File: src/rtl/add16_sequencer.sv
// add16_sequencer: drives a shared 8-bit ripple adder one byte per cycle to
// carry out 8086-style ADD/ADC/SUB/SBB on byte or word operands, and produces
// the result together with the CF/ZF/SF/OF/AF flags.
module add16_sequencer (
    input  logic        clk,
    input  logic        rst_n,
    // request side
    input  logic        start_valid,
    output logic        start_ready,
    input  logic [1:0]  op,
    input  logic        wide,
    input  logic [15:0] opa,
    input  logic [15:0] opb,
    input  logic        cf_in,
    // shared adder
    output logic [7:0]  add_a,
    output logic [7:0]  add_b,
    output logic        add_cin,
    input  logic [7:0]  add_sum,
    input  logic        add_cout,
    // result side
    output logic        result_valid,
    input  logic        result_ready,
    output logic [15:0] result,
    output logic        cf,
    output logic        zf,
    output logic        sf,
    output logic        of,
    output logic        af
);

    localparam logic [1:0] OP_ADD = 2'b00;
    localparam logic [1:0] OP_ADC = 2'b01;
    localparam logic [1:0] OP_SUB = 2'b10;
    localparam logic [1:0] OP_SBB = 2'b11;

    typedef enum logic [1:0] {
        S_IDLE = 2'b00,
        S_LO   = 2'b01,
        S_HI   = 2'b10,
        S_DONE = 2'b11
    } state_t;

    state_t      state_q, state_d;

    // Operands are captured at accept; B is stored already inverted for
    // subtraction so the adder path never has to look at the opcode again.
    logic [15:0] opa_q,    opa_d;
    logic [15:0] beff_q,   beff_d;
    logic        sub_q,    sub_d;
    logic        wide_q,   wide_d;
    logic        cin_lo_q, cin_lo_d;

    // Low-byte results carried into the high-byte cycle.
    logic        carry_q,  carry_d;
    logic [7:0]  sum_lo_q, sum_lo_d;
    logic        af_lo_q,  af_lo_d;

    // Presented result and flags; only written on the final byte so nothing
    // partial ever shows up on the outputs.
    logic [15:0] result_q, result_d;
    logic        cf_q, cf_d;
    logic        zf_q, zf_d;
    logic        sf_q, sf_d;
    logic        of_q, of_d;
    logic        af_q, af_d;

    logic        accept;
    logic        af_now;
    logic        of_now;

    // start_ready is forced low while reset is held so nothing is accepted
    // on the release edge before the design is live.
    assign start_ready  = rst_n && (state_q == S_IDLE);
    assign accept       = start_valid && start_ready;
    assign result_valid = (state_q == S_DONE);

    assign result = result_q;
    assign cf     = cf_q;
    assign zf     = zf_q;
    assign sf     = sf_q;
    assign of     = of_q;
    assign af     = af_q;

    // Adder operand selection: only the two compute states drive the adder.
    always_comb begin
        add_a   = 8'h00;
        add_b   = 8'h00;
        add_cin = 1'b0;
        case (state_q)
            S_LO: begin
                add_a   = opa_q[7:0];
                add_b   = beff_q[7:0];
                add_cin = cin_lo_q;
            end
            S_HI: begin
                add_a   = opa_q[15:8];
                add_b   = beff_q[15:8];
                add_cin = carry_q;
            end
            default: begin
                add_a   = 8'h00;
                add_b   = 8'h00;
                add_cin = 1'b0;
            end
        endcase
    end

    // Per-byte flag terms from whatever byte the adder is working on now.
    // AF is inverted for subtraction so it reports a nibble borrow.
    assign af_now = add_a[4] ^ add_b[4] ^ add_sum[4] ^ sub_q;
    assign of_now = (add_a[7] == add_b[7]) && (add_sum[7] != add_a[7]);

    // Next-state logic of the sequencing FSM.
    always_comb begin
        state_d = state_q;
        case (state_q)
            S_IDLE: if (accept)       state_d = S_LO;
            S_LO:   state_d = wide_q ? S_HI : S_DONE;
            S_HI:   state_d = S_DONE;
            S_DONE: if (result_ready) state_d = S_IDLE;
            default: state_d = S_IDLE;
        endcase
    end

    // Datapath next-state: operand capture, inter-byte carry and final flags.
    always_comb begin
        opa_d    = opa_q;
        beff_d   = beff_q;
        sub_d    = sub_q;
        wide_d   = wide_q;
        cin_lo_d = cin_lo_q;
        carry_d  = carry_q;
        sum_lo_d = sum_lo_q;
        af_lo_d  = af_lo_q;
        result_d = result_q;
        cf_d     = cf_q;
        zf_d     = zf_q;
        sf_d     = sf_q;
        of_d     = of_q;
        af_d     = af_q;

        case (state_q)
            S_IDLE: begin
                if (accept) begin
                    opa_d  = opa;
                    beff_d = op[1] ? ~opb : opb;
                    sub_d  = op[1];
                    wide_d = wide;
                    case (op)
                        OP_ADD:  cin_lo_d = 1'b0;
                        OP_ADC:  cin_lo_d = cf_in;
                        OP_SUB:  cin_lo_d = 1'b1;
                        OP_SBB:  cin_lo_d = ~cf_in;
                        default: cin_lo_d = 1'b0;
                    endcase
                end
            end
            S_LO: begin
                carry_d  = add_cout;
                sum_lo_d = add_sum;
                af_lo_d  = af_now;
                if (!wide_q) begin
                    result_d = {8'h00, add_sum};
                    cf_d     = add_cout ^ sub_q;
                    zf_d     = (add_sum == 8'h00);
                    sf_d     = add_sum[7];
                    of_d     = of_now;
                    af_d     = af_now;
                end
            end
            S_HI: begin
                result_d = {add_sum, sum_lo_q};
                cf_d     = add_cout ^ sub_q;
                zf_d     = (add_sum == 8'h00) && (sum_lo_q == 8'h00);
                sf_d     = add_sum[7];
                of_d     = of_now;
                af_d     = af_lo_q;
            end
            default: begin
                // DONE holds everything stable under backpressure.
            end
        endcase
    end

    // FSM state register.
    always_ff @(posedge clk or negedge rst_n) begin
        if (!rst_n) begin
            state_q <= S_IDLE;
        end else begin
            state_q <= state_d;
        end
    end

    // Datapath and output registers.
    always_ff @(posedge clk or negedge rst_n) begin
        if (!rst_n) begin
            opa_q    <= 16'h0000;
            beff_q   <= 16'h0000;
            sub_q    <= 1'b0;
            wide_q   <= 1'b0;
            cin_lo_q <= 1'b0;
            carry_q  <= 1'b0;
            sum_lo_q <= 8'h00;
            af_lo_q  <= 1'b0;
            result_q <= 16'h0000;
            cf_q     <= 1'b0;
            zf_q     <= 1'b0;
            sf_q     <= 1'b0;
            of_q     <= 1'b0;
            af_q     <= 1'b0;
        end else begin
            opa_q    <= opa_d;
            beff_q   <= beff_d;
            sub_q    <= sub_d;
            wide_q   <= wide_d;
            cin_lo_q <= cin_lo_d;
            carry_q  <= carry_d;
            sum_lo_q <= sum_lo_d;
            af_lo_q  <= af_lo_d;
            result_q <= result_d;
            cf_q     <= cf_d;
            zf_q     <= zf_d;
            sf_q     <= sf_d;
            of_q     <= of_d;
            af_q     <= af_d;
        end
    end

endmodule

File: config.mk
export PLATFORM = sky130hd
export DESIGN_NAME = add16_sequencer
export DESIGN_NICKNAME = d
export VERILOG_FILES = /design/src/rtl/add16_sequencer.sv
export SDC_FILE = /design/constraint.sdc
export NUM_CORES = 1
export LEC_CHECK = 0
export ABC_AREA = 1
export CAP_MARGIN = 0
export CORE_ASPECT_RATIO = 0.8
export CORE_MARGIN = 3
export CORE_UTILIZATION = 30
export DETAILED_ROUTE_END_ITERATION = 8
export PLACE_DENSITY_LB_ADDON = 0.1
export SLEW_MARGIN = 0
export SYNTH_ARGS = -nofsm -noshare
export SYNTH_HDL_FRONTEND = slang
export SYNTH_SLANG_ARGS = --single-unit
File: constraint.sdc
create_clock -name clk -period 1.6 [get_ports clk]
set_input_delay 0.16 -clock clk [delete_from_list [all_inputs] [get_ports clk]]
set_output_delay 0.16 -clock clk [all_outputs]
set_load 0.005 [all_outputs]
; ---- Word level (Yosys, flattened, before mapping)
; Cells that the tools add are included.
[totals]
register_bits = 68
in_bits = 49
out_inout_bits = 40
word_cells = 65
[op_classes]
n_eq_ne = 11
muxes = 21
bitwise_logic = 6
reduce_logical = 12
[op_table]
columns = cell, count
row1 = two-way mux 16 bit, 2
row2 = one-hot mux 16 bit (2 select lines), 1
row3 = one-hot mux 8 bit (2 select lines), 2
row4 = zero test 8 bit, 2
row5 = NOT 16 bit, 1
row6 = one-hot mux 1 bit (2 select lines), 6
row7 = "equality test 2 bit, second input constant", 4
row8 = one-hot mux 2 bit (4 select lines), 1
row9 = two-way mux 1 bit, 6
row10 = AND reduction 2 bit, 3
row11 = "equality test 2 x 1 -> 1 bit, second input constant", 2
row12 = logical AND 1 bit, 4
row13 = zero test 2 bit, 2
row14 = two-way mux 2 bit, 2
row15 = "!= test 2 bit, second input constant", 2
row16 = one-hot mux 1 bit (4 select lines), 1
row17 = bitwise XOR 1 bit, 4
row18 = "!= test 2 x 1 -> 1 bit, second input constant", 1
row19 = nonzero test 2 bit, 1
row20 = equality test 1 bit, 1
row21 = != test 1 bit, 1
row22 = NOT 1 bit, 1

; ---- Depth between registers and ports, before layout
; Gate-level depths: netlist of the first run.
[depth]
word_depth = 7
ltp_mapped = 12
depth_no_buf = 11

; ---- Worst setup path before layout of the first run
; No wires, ideal clock.
[synth_timing]
path_kind = reg2reg
start = reg state_q[1]
end = reg zf_q (netlist: zf)
setup_ps = 118
t_arrival_ps = 1424
t_required_ps = 1482
slack_ps = 58
stages_incl_launch_ff = 11
path_buffers = 2
synth_period_minus_slack_ps = 1542
path_cell_list = dfrtp_1 > inv_1 > ha_1 > buf_4 > inv_2 > or2_4 > nand2_8 > inv_2 > buf_6 > nand2_1 > nand2_1
[synth_via]
elab_chain_cells = 3
word_cells_on_any_way = 6
classes_between = eq/ne: 3 / mux: 1 / reduce/logical: 2
[synth_rtl]
columns = element, line_no
row1 = start: declaration, 44  ; state_t state_q, state_d;
row2 = start signal: assignment, 191  ; state_q <= state_d;
row3 = equality test 2 x 1 -> 1 bit or equality test 2 bit (tied branches), 143  ; case (state_q)
row4 = != test 2 bit (no line) or nonzero test 2 bit (tied branches), -
row5 = AND reduction 2 bit (no line), -
row6 = end signal: assignment, 223  ; zf_q <= zf_d;
row7 = end: declaration, 63  ; logic zf_q, zf_d;
; Several ways; a longest one is shown, not always the timed one.
; A chain may end at the register's enable or synchronous reset.

; ---- Final worst setup path of the first run
[layout_timing]
start = reg state_q[1]
end = out add_cin
[layout_via]
elab_chain_cells = 2
word_cells_on_any_way = 3
classes_between = eq/ne: 2 / mux: 1
[layout_rtl]
columns = element, line_no
row1 = equality test 2 bit or equality test 2 x 1 -> 1 bit (tied branches), 90  ; case (state_q)
row2 = one-hot mux 1 bit (2 select lines) (*), 90
row3 = end: declaration, 18  ; output logic add_cin,
; Every way passes the cells marked *; elsewhere a longest branch is shown, timed or not.

==> flow_metrics.tcl, run 1 <==
set metrics [dict create \
    syn_area_per_cell_um2 8.26 \
    ant_nets 0 \
    n_fill_cell 966 \
    power_density_nw_per_um2 2190 \
    critPathMaxStageDelay_ns 0.37 \
    slowest_stage "dfrtp_1" \
    netlist_top_cells_area "dfrtp_1 52%, nand2_1 20%, o21ai_0 5.3%, xnor2_1 4.5%, a21oi_1 2.3%" \
    grt_pass1_wl_mm 16.4 \
    start_kind "register" \
    tightest_slew_ns 0.885 \
    cp_cell_sequence "inv_2, buf_6, ha_4, inv_6, buf_12, a21oi_4, buf_2" \
    ys_ff_latch 68 \
    fin_ws_ns -0.174 \
    dieArea_um2 12300 \
    yosys.area.top_type "dfrtp_1" \
    path_clk_slew_ns 0.06 \
    worst-path-max-fanout 7 \
    drc_errors 0 \
    numPortBuffers 88 \
    max_cap_viol_count 0 \
    relSlewSlack_pct 41.0 \
    route.vias.total 3054 \
    seq_area_frac_synth_pct 51.8 \
    synth.top_cell.area_share_pct 51.8 \
    r2r-end "zf" \
    htreeDepth 3 \
    grt_usage_pct 17.3 \
    finalSetupTns_ns -5.58 \
    num_rows 33 \
    min_path_type "input port to async pin" \
    hpwl_mm 6.54 \
    drt-total-wl_mm 10.2 \
    crit_family "buffers and inverters" \
    ff2ff_path_depth 12 \
    ir_worst_vdd_v 0.000840 \
    critical_path_class "register to output port" \
    clock_latency_ns 0.33 \
    dr.pass1.iters 4 \
    root_buffer "clkbuf_16" \
    synthCells 398 \
    dieHeight_um 99.6 \
    post-route-min-period_ns 1.77 \
    placedInstanceArea_um2 4540 \
    num_antenna_cells 0 \
    nets 585 \
    place_congestion 0.782 \
    reg2reg_from "state_q[1]" \
    core_area_um2 10400 \
    overflow 0 \
    antenna_found_initial 0 \
    syn2layout_area_growth_pct 65.0 \
    start_util_pct 31.5 \
    worst-endpoint-arrival_ns 1.61 \
    end_kind "output port" \
    yosys_warnings 0 \
    layout-drive-gt1-share_pct 31.5 \
    slew_viol_final 0 \
    clkSinkCount 68 \
    drt-initial-drc-count 160 \
    outcome "complete, but fails checks" \
    rsz0062_at_grt "yes" \
    fmax_mhz 564 \
    synth_cell_type_count 26 \
    cts_made_buffers 9 \
    rrSetupSlack_ns -0.16 \
    die_w_um 123 \
    grt_max_degree 69 \
    timing.hold.ws_ns 0.0619 \
    syn_nets 452 \
    cts_hold_buf 0 \
    cts.path.max_buffers 2 \
    leakage_nw 2.49 \
    netlist_area_um2 3290 \
    routed_via_density 4.52 \
    cp.required_ns 1.44 \
    grt_pass1_vias 3145 \
    min_period_over_period_pct 111 \
    wl_per_cell_um 15.0 \
    hold_viol 0 \
    violations "negative setup slack" \
    fin_skew_ns 0.00662 \
    ios 89 \
    path_buf_inv 5 \
    setup_viol 39 \
    cts_tree "yes" \
    fin_area_um2 5420 \
]
## worst max-delay path by stage
stage	cells after the start	to	startpoint	slack [ns]
6_report	7	add_cin	state_q[1]	-0.17
3_5_place_dp	8	add_a[7]	state_q[0]	-0.34
2_1_floorplan	10	zf	state_q[1]	0.06
4_1_cts	7	add_a[1]	state_q[1]	-0.17
5_1_grt	7	add_a[1]	state_q[1]	-0.24
3_3_place_gp	6	add_cin	state_q[0]	-0.26
## where the power goes
part           leakage, nW  total, mW  switching (mW)  internal [mW]
Clock                0.144       1.99           0.747           1.24
Combinational         1.50       6.80            3.23           3.57
Sequential           0.844       3.07           0.538           2.53
Total                 2.49       11.9            4.51           7.35
## per-stage QoR
stage / utilization [%] / worst slack [ns] / total power [mW] / cells
2_1_floorplan: - / 0.0583 / 5.28 / 398
3_5_place_dp: 43.5 / -0.344 / 7.63 / 640
5_1_grt: 51.9 / -0.237 / 12.7 / 676
6_report: 51.9 / -0.174 / 11.9 / 676
3_3_place_gp: 43.5 / -0.261 / 7.58 / 640
4_1_cts: 51.3 / -0.167 / 11.7 / 677
## placed cells by master, fill, tap and decap left out, types with 2 or more instances in the layout
cell and instances:
buf_2 15, clkbuf_16 9, buf_6 13, buf_8 5
xor2_1 2, dfrtp_1 68, a31oi_2 4, clkdlybuf4s50_1 68
nand2_4 7, buf_12 8, a21oi_1 2, nor4_1 2
nand4_1 3, nor2_4 4, ha_4 3, inv_1 13
clkinv_1 2, nand2_1 143, nand2_2 27, o21ai_1 5
nor2_2 6, buf_4 27, a21oi_4 3, a21oi_2 10
clkinv_2 2, xnor2_1 17, inv_2 5, nand3_2 2
a31oi_1 4, o21ai_0 28, o21ai_2 2, clkinvlp_4 2
buf_16 4, nand3_1 7
## state kept, by name, summed over array words and instances, names as in the netlist, 2 cells and up
| register | flops |
|---|---|
| beff_q | 16 |
| opa_q | 16 |
| result | 16 |
| sum_lo_q | 8 |
| state_q | 2 |
## what timing repair did
action / in CTS / in global routing
gates cloned: 5 / 0
endpoints found under the hold margin: 0 / 0
gates resized for setup: 168 / 32
pin swaps: 13 / 12
buffers inserted: 17 / 1
endpoints found under the setup margin: 42 / 43
## layout make-up
class                           count  area [um^2]  area share, %
Sequential cell                    68         1700           31.4
Clock buffer                       10          239           4.41
Timing Repair Buffer              142         1470           27.0
Inverter                           23          101           1.87
Tap cell                          140          175           3.23
Clock inverter                      6         63.8           1.18
Multi-Input combinational cell    287         1680           30.9
## synth_stat cells
cell	count
dfrtp_1	68
nor2_1	7
buf_4	3
nor4_1	2
o21ai_0	35
buf_1	2
xnor2_1	17
buf_8	1
clkbuf_1	10
or2_4	1
a21oi_1	15
nand2_8	1
xor2_1	2
inv_1	19
a31oi_1	4
inv_2	2
nand2_2	1
nand2_1	176
clkinv_1	2
a31oi_2	4
buf_6	2
nor2_2	4
nand3_1	10
nand4_1	3
ha_1	5
buf_2	2
## metal layers
layer	wire length [um]	GRT usage, %	vias to the layer above
li1	-	-	1525
met1	5060	25.2	1462
met2	4520	25.5	58
met3	488	4.49	9
met4	101	4.68	0
met5	0	0	-
## cell families after synthesis
logic type / share of synthesized area, %
flip-flops: 51.8
AO/OA/AOI/OAI: 9.90
XOR/XNOR: 5.06
buffers and inverters: 6.13
adder cells (fa/ha/maj): 1.90
AND/OR/NAND/NOR: 25.2
Power figures use the tool's default switching activity.
==> run 2: changes to the inputs <==
--- a/config.mk
+++ b/config.mk
@@ -8,8 +8,9 @@
 export ABC_AREA = 1
 export CAP_MARGIN = 0
 export CORE_ASPECT_RATIO = 0.8
-export CORE_MARGIN = 3
+export CORE_MARGIN = 5
 export CORE_UTILIZATION = 30
+export CTS_CLUSTER_SIZE = 10
 export DETAILED_ROUTE_END_ITERATION = 8
 export PLACE_DENSITY_LB_ADDON = 0.1
 export SLEW_MARGIN = 0
==> run 2 against run 1 <==
  * The run still ends with negative setup slack left
  * Sequential power hardly changed
  * Hold slack better by 0.022 ns
  * Total power is 4.9% lower
  * Flip-flop and latch count stayed put
  * Clock power hardly changed
  * Sequential share of layout area is 0.56 points higher
  * Final area is 1.8% lower
  * Via count is 0.75% lower
  * Die area is 7.4% higher
==> flow_metrics.tcl, run 2 (synthesis results as in run 1) <==
set metrics [dict create \
    cp.required_ns 1.84 \
    cts_tree "yes" \
    htreeDepth 3 \
    ant_nets 0 \
    relSlewSlack_pct 41.9 \
    wl_per_cell_um 14.6 \
    syn2layout_area_growth_pct 62.1 \
    route.vias.total 3031 \
    placed_cells 644 \
    ir_worst_vdd_v 0.000745 \
    setup_viol 39 \
    leakage_nw 2.46 \
    root_buffer "clkbuf_16" \
    p_switching_mw 4.30 \
    drc_errors 0 \
    tightest_slew_ns 0.871 \
    core_area_um2 10800 \
    layout-drive-gt1-share_pct 29.8 \
    dr.pass1.iters 4 \
    fin_area_um2 5330 \
    fin_util_pct 49.3 \
    numPortBuffers 88 \
    p_total_mw 11.3 \
    fmax_mhz 557 \
    drt-total-wl_mm 9.92 \
    placedInstanceArea_um2 4520 \
    ff2ff_path_depth 10 \
    seqPwrFrac_pct 27.1 \
    fin_ws_ns -0.195 \
    ios 89 \
    final_cell_mix "151 x nand2_1, 68 x dfrtp_1, 68 x clkdlybuf4s50_1" \
    power_density_nw_per_um2 2120 \
    start_kind "register" \
    timing.hold.ws_ns 0.0843 \
    hold_viol 0 \
    cts_made_buffers 9 \
    grt_max_degree 69 \
    max_cap_viol_count 0 \
    violations "negative setup slack" \
    rsz0062_at_grt "yes" \
    worst-path-max-fanout 8 \
    path_clk_slew_ns 0.06 \
    dieHeight_um 104 \
    die_w_um 127 \
    power_frac_comb_pct 55.1 \
    start_util_pct 30.4 \
    pwr-share-clk_pct 17.7 \
    switching_share_pct 38.1 \
    min_path_type "input port to async pin" \
    cts.path.max_buffers 2 \
    min_period_over_period_pct 112 \
    critical_path_class "register to register" \
    fin_cells 681 \
    grt_usage_pct 14.9 \
    clkSinkCount 68 \
    slew_viol_final 0 \
    end_kind "register" \
    antenna_found_initial 0 \
    hpwl_mm 6.65 \
    num_antenna_cells 0 \
    nets 586 \
    final_common_cell "nand2_1" \
    routed_via_density 4.45 \
    grt_pass1_vias 3041 \
    grt_pass1_wl_mm 15.8 \
    seqCellArea_um2 1700 \
    outcome "complete, but fails checks" \
    intPower_mw 6.98 \
    n_fill_cell 1068 \
    post-route-min-period_ns 1.80 \
    num_rows 34 \
    worst-endpoint-arrival_ns 2.04 \
    place_congestion 0.770 \
    fin_skew_ns 0.00537 \
    dieArea_um2 13200 \
    drt-initial-drc-count 147 \
    clock_latency_ns 0.33 \
    multiInputGateArea_um2 1650 \
    overflow 0 \
]
==> run 2: timing repair <==
item,in CTS,in global routing
pin swaps,18,20
hold buffers,0,0
endpoints found under the setup margin,42,43
buffers inserted,10,6
gates resized for setup,123,58
gates cloned,2,3
==> run 2: worst paths after layout <==
path                             from         end  slack [ns]
max                        state_q[1]   result[1]       -0.20
min                             rst_n   beff_q[9]        0.08
max reg2reg                state_q[1]   result[1]       -0.20
min reg2reg                        zf          zf        0.47
max in group asynchronous       rst_n  result[11]        0.95
min in group clk               opa[6]    opa_q[6]        0.37
==> run 2: area by class of cell <==
cell class	instances	area share, %
clock buffers	12	4.81
clock inverters	4	0.892
inverters	23	2.04
multi-input cells	287	31.0
flip-flops and latches	68	31.9
well taps	144	3.38
repair buffers	142	25.8
repair inverters	1	0.164
==> run 2: metrics by stage <==
stage,setup TNS (ns),setup WS [ns]
4_1_cts,-4.78,-0.219
3_5_place_dp,-8.26,-0.343
6_report,-4.92,-0.195
3_3_place_gp,-6.20,-0.304
2_1_floorplan,0,0.0583
5_1_grt,-7.85,-0.253
==> run 2: power by group through the flow <==
stage | Sequential (mW) | Combinational, mW | Clock (mW)
after floorplan | 2.93 | 2.35 | 0
after global placement | 3.01 | 4.51 | 0
after detailed placement | 3.01 | 4.55 | 0
after CTS | 3.01 | 5.32 | 2.05
after global routing | 3.15 | 6.81 | 2.14
final | 3.06 | 6.22 | 2.00
==> run 2: per-layer routing <==
layer  part of all wire, %  global-route usage, %  wire length (um)
met5                     0                      0                 0
met3                   6.0                   4.58               598
met1                    49                   21.0              4820
met2                    45                   22.2              4430
met4                  0.83                   3.68                82
==> run 2: worst max-delay path, cell delays in order (launching register included) <==
cell,delay (ns)
dfrtp_1,0.39
inv_2,0.12
ha_4,0.15
buf_6,0.11
buf_6,0.13
inv_6,0.05
or2_4,0.27
nand2_8,0.15
clkbuf_16,0.17
nor2_2,0.03
a31oi_1,0.13
==> run 3: changes to the inputs <==
--- a/config.mk
+++ b/config.mk
@@ -5,11 +5,10 @@
 export SDC_FILE = /design/constraint.sdc
 export NUM_CORES = 1
 export LEC_CHECK = 0
-export ABC_AREA = 1
 export CAP_MARGIN = 0
 export CORE_ASPECT_RATIO = 0.8
 export CORE_MARGIN = 5
-export CORE_UTILIZATION = 30
+export CORE_UTILIZATION = 43
 export CTS_CLUSTER_SIZE = 10
 export DETAILED_ROUTE_END_ITERATION = 8
 export PLACE_DENSITY_LB_ADDON = 0.1
==> constraint.sdc (replaced) <==
create_clock -name clk -period 1.6 [get_ports clk]
set_input_delay 0.32 -clock clk [delete_from_list [all_inputs] [get_ports clk]]
set_output_delay 0.32 -clock clk [all_outputs]
set_load 0.005 [all_outputs]
==> run 3 against run 2 <==
  * The flow still finishes with violations (negative setup slack)
  * Flip-flop and latch count unchanged
  * Combinational power grew 4.7%
  * Fmax shrank 8.3%
  * Via count decreased by 6.6%
  * Utilization rose by 24 points
  * Final cell count down 20%
  * Worst setup slack got worse by 0.16 ns
  * Sequential power rose by 5%
  * Clock power down 31%
  * Critical path type is now register to output port
  * Critical endpoint is now add_a[7]
  * Largest cell class is now multi-input combinational cells
==> flow_metrics.tcl, run 3 <==
set metrics [dict create \
    fin_skew_ns 0.00823 \
    ios 89 \
    ys_ff_latch 68 \
    fin_ws_ns -0.358 \
    yosys_warnings 0 \
    syn_area_per_cell_um2 10.6 \
    power_density_nw_per_um2 2060 \
    clkSinkCount 68 \
    yosys-mux-area-fraction_pct 11.9 \
    drc_errors 0 \
    end_kind "output port" \
    synth_compound_area_share_pct 11.9 \
    use_met3_pct 7.26 \
    synth_top_family_by_area "simple AND/OR/NAND/NOR gates" \
    grt_usage_pct 19.7 \
    rrSetupSlack_ns -0.23 \
    synthAdderAreaFrac_pct 1.94 \
    overflow 0 \
    htreeDepth 3 \
    leakage_nw 2.37 \
    numPortBuffers 88 \
    netlist_area_um2 3220 \
    setup_viol 68 \
    hpwl_mm 5.84 \
    num_rows 28 \
    grt_max_degree 69 \
    critical_path_class "register to output port" \
    drt-initial-drc-count 147 \
    dieHeight_um 87.5 \
    core_area_um2 7360 \
    min_period_over_period_pct 122 \
    worst-endpoint-arrival_ns 1.64 \
    min_path_type "input port to async pin" \
    synth.top_cell.area_share_pct 52.8 \
    cp.required_ns 1.28 \
    nets 504 \
    layout-drive-gt1-share_pct 43.1 \
    yosys.area.top_type "dfrtp_1" \
    yosys-top-cells-count "68 x dfrtp_1, 51 x nand2_1, 31 x o21ai_0, 27 x mux2_2, 19 x xnor2_1" \
    dr.pass1.iters 4 \
    fmax_mhz 511 \
    max_cap_viol_count 0 \
    clock_latency_ns 0.35 \
    drt-total-wl_mm 9.61 \
    antenna_found_initial 0 \
    synth_xor_area_share_pct 5.70 \
    yosysMostFrequentCell "dfrtp_1" \
    routed_via_density 5.19 \
    p_total_mw 11.1 \
    n_fill_cell 500 \
    syn_nets 359 \
    route.vias.total 2830 \
    final_cell_mix "68 x dfrtp_1, 66 x clkdlybuf4s50_1, 34 x nand2_1" \
    worst-path-max-fanout 5 \
    gr-max-usage-layer "met2" \
    path_clk_slew_ns 0.07 \
    finalSetupTns_ns -8.43 \
    synth_ff_type "dfrtp_1" \
    tightest_slew_ns 0.856 \
    post-route-min-period_ns 1.96 \
    num_antenna_cells 0 \
    ir_worst_vdd_v 0.000944 \
    start_kind "register" \
    synth-simple-area-share_pct 12.1 \
    ant_nets 0 \
    dieArea_um2 9340 \
    die_w_um 107 \
    fin_cells 545 \
    place_congestion 0.778 \
    cts_made_buffers 9 \
    cts_tree "yes" \
    relSlewSlack_pct 42.9 \
    outcome "complete, but fails checks" \
    grt_util_met2_pct 29.5 \
    root_buffer "clkbuf_8" \
    start_util_pct 43.8 \
    cts.path.max_buffers 2 \
    synthCells 305 \
    slew_viol_final 0 \
    netlist_top_cells_area "dfrtp_1 53%, mux2_2 9.4%, nand2_1 5.9%, xnor2_1 5.2%, o21ai_0 4.8%" \
    hold_viol 0 \
    syn2layout_area_growth_pct 67.4 \
    wl_per_cell_um 17.6 \
    placed_cells 497 \
    synth_cell_type_count 37 \
    use_met1_pct 27.7 \
    final_common_cell "dfrtp_1" \
    grt_pass1_vias 2733 \
    rsz0062_at_grt "yes" \
    synthArstFlopShare_pct 100 \
    grt_pass1_wl_mm 14.3 \
    violations "negative setup slack" \
    seq_area_frac_synth_pct 52.8 \
    synth_edf_count 0 \
]
## run 3: cell types whose count changed after synthesis, moves of 8 or more
cell / change
mux2i_1: +8
a22oi_1: +16
inv_1: -16
mux2_2: +27
nand2_1: -125
nor2_1: +11
a21oi_1: -13
## run 3: cells by family (layout without fill, tap and decap cells)
kind of cell               Yosys count  count (layout)
AOI/OAI and AO/OA                   62              62
xor gates and xnor gates            21              21
adders and majority gates            5               5
buffers and inverters               23             173
DFF                                 68              68
muxes                               35              35
and+or+nand+nor                     91              91
## run 3: critical path, cell delays in order (launching register included)
cell and delay, ns:
dfrtp_1 0.40, inv_2 0.09, ha_4 0.20, buf_6 0.12
a22o_1 0.23, and2_4 0.15, buf_6 0.11
## run 3: per-layer routing
metal  part of all wire [%]  vias up
li1                       -     1348
met4                    1.4        0
met1                     45     1377
met2                     47       92
met5                      0        -
met3                    6.9       13
## run 3: final timing paths
check | to | start | cells past startpoint
setup / recovery | add_a[7] | state_q[0] | 6
hold / removal | sum_lo_q[6] | rst_n | 2
setup reg to reg | of | state_q[0] | 9
hold reg to reg | result[12] | result[12] | 2
max in group asynchronous | beff_q[12] | rst_n | 2
min in group clk | result[12] | result[12] | 2
## run 3: per-stage QoR
stage                     cell area [um^2]  util (%)  hold WS, ns  setup slack, ns
final                                 5400      73.4        0.252           -0.358
after global routing                  5400      73.4        0.347           -0.436
after CTS                             5010      68.1        0.280           -0.393
after detailed placement              4440      60.4        0.454           -0.366
after global placement                4440      60.4        0.451           -0.352
after floorplan                       3240         -       0.0244         0.000509
## run 3: final cells by class
| class | instances | area (um^2) | area share, % |
|---|---|---|---|
| multi-input combinational | 214 | 1720 | 31.9 |
| sequential | 68 | 1700 | 31.5 |
| timing repair buffer | 153 | 1650 | 30.6 |
| clock buffer | 10 | 128 | 2.36 |
| tap | 90 | 113 | 2.09 |
| clock inverter | 6 | 63.8 | 1.18 |
| inverter | 4 | 22.5 | 0.417 |
## run 3: power by group
group	total, mW	switching (mW)	internal (mW)
Combinational	6.51	2.77	3.74
Sequential	3.20	0.649	2.55
Clock	1.39	0.672	0.719
Total	11.1	4.09	7.01
## run 3: timing repair
item	in CTS	in global routing
resized for setup	130	96
setup endpoints to repair	59	74
buffers inserted	17	10
hold endpoints to repair	0	0
cloned	5	7
hold buffers	0	0
pin swaps	17	23
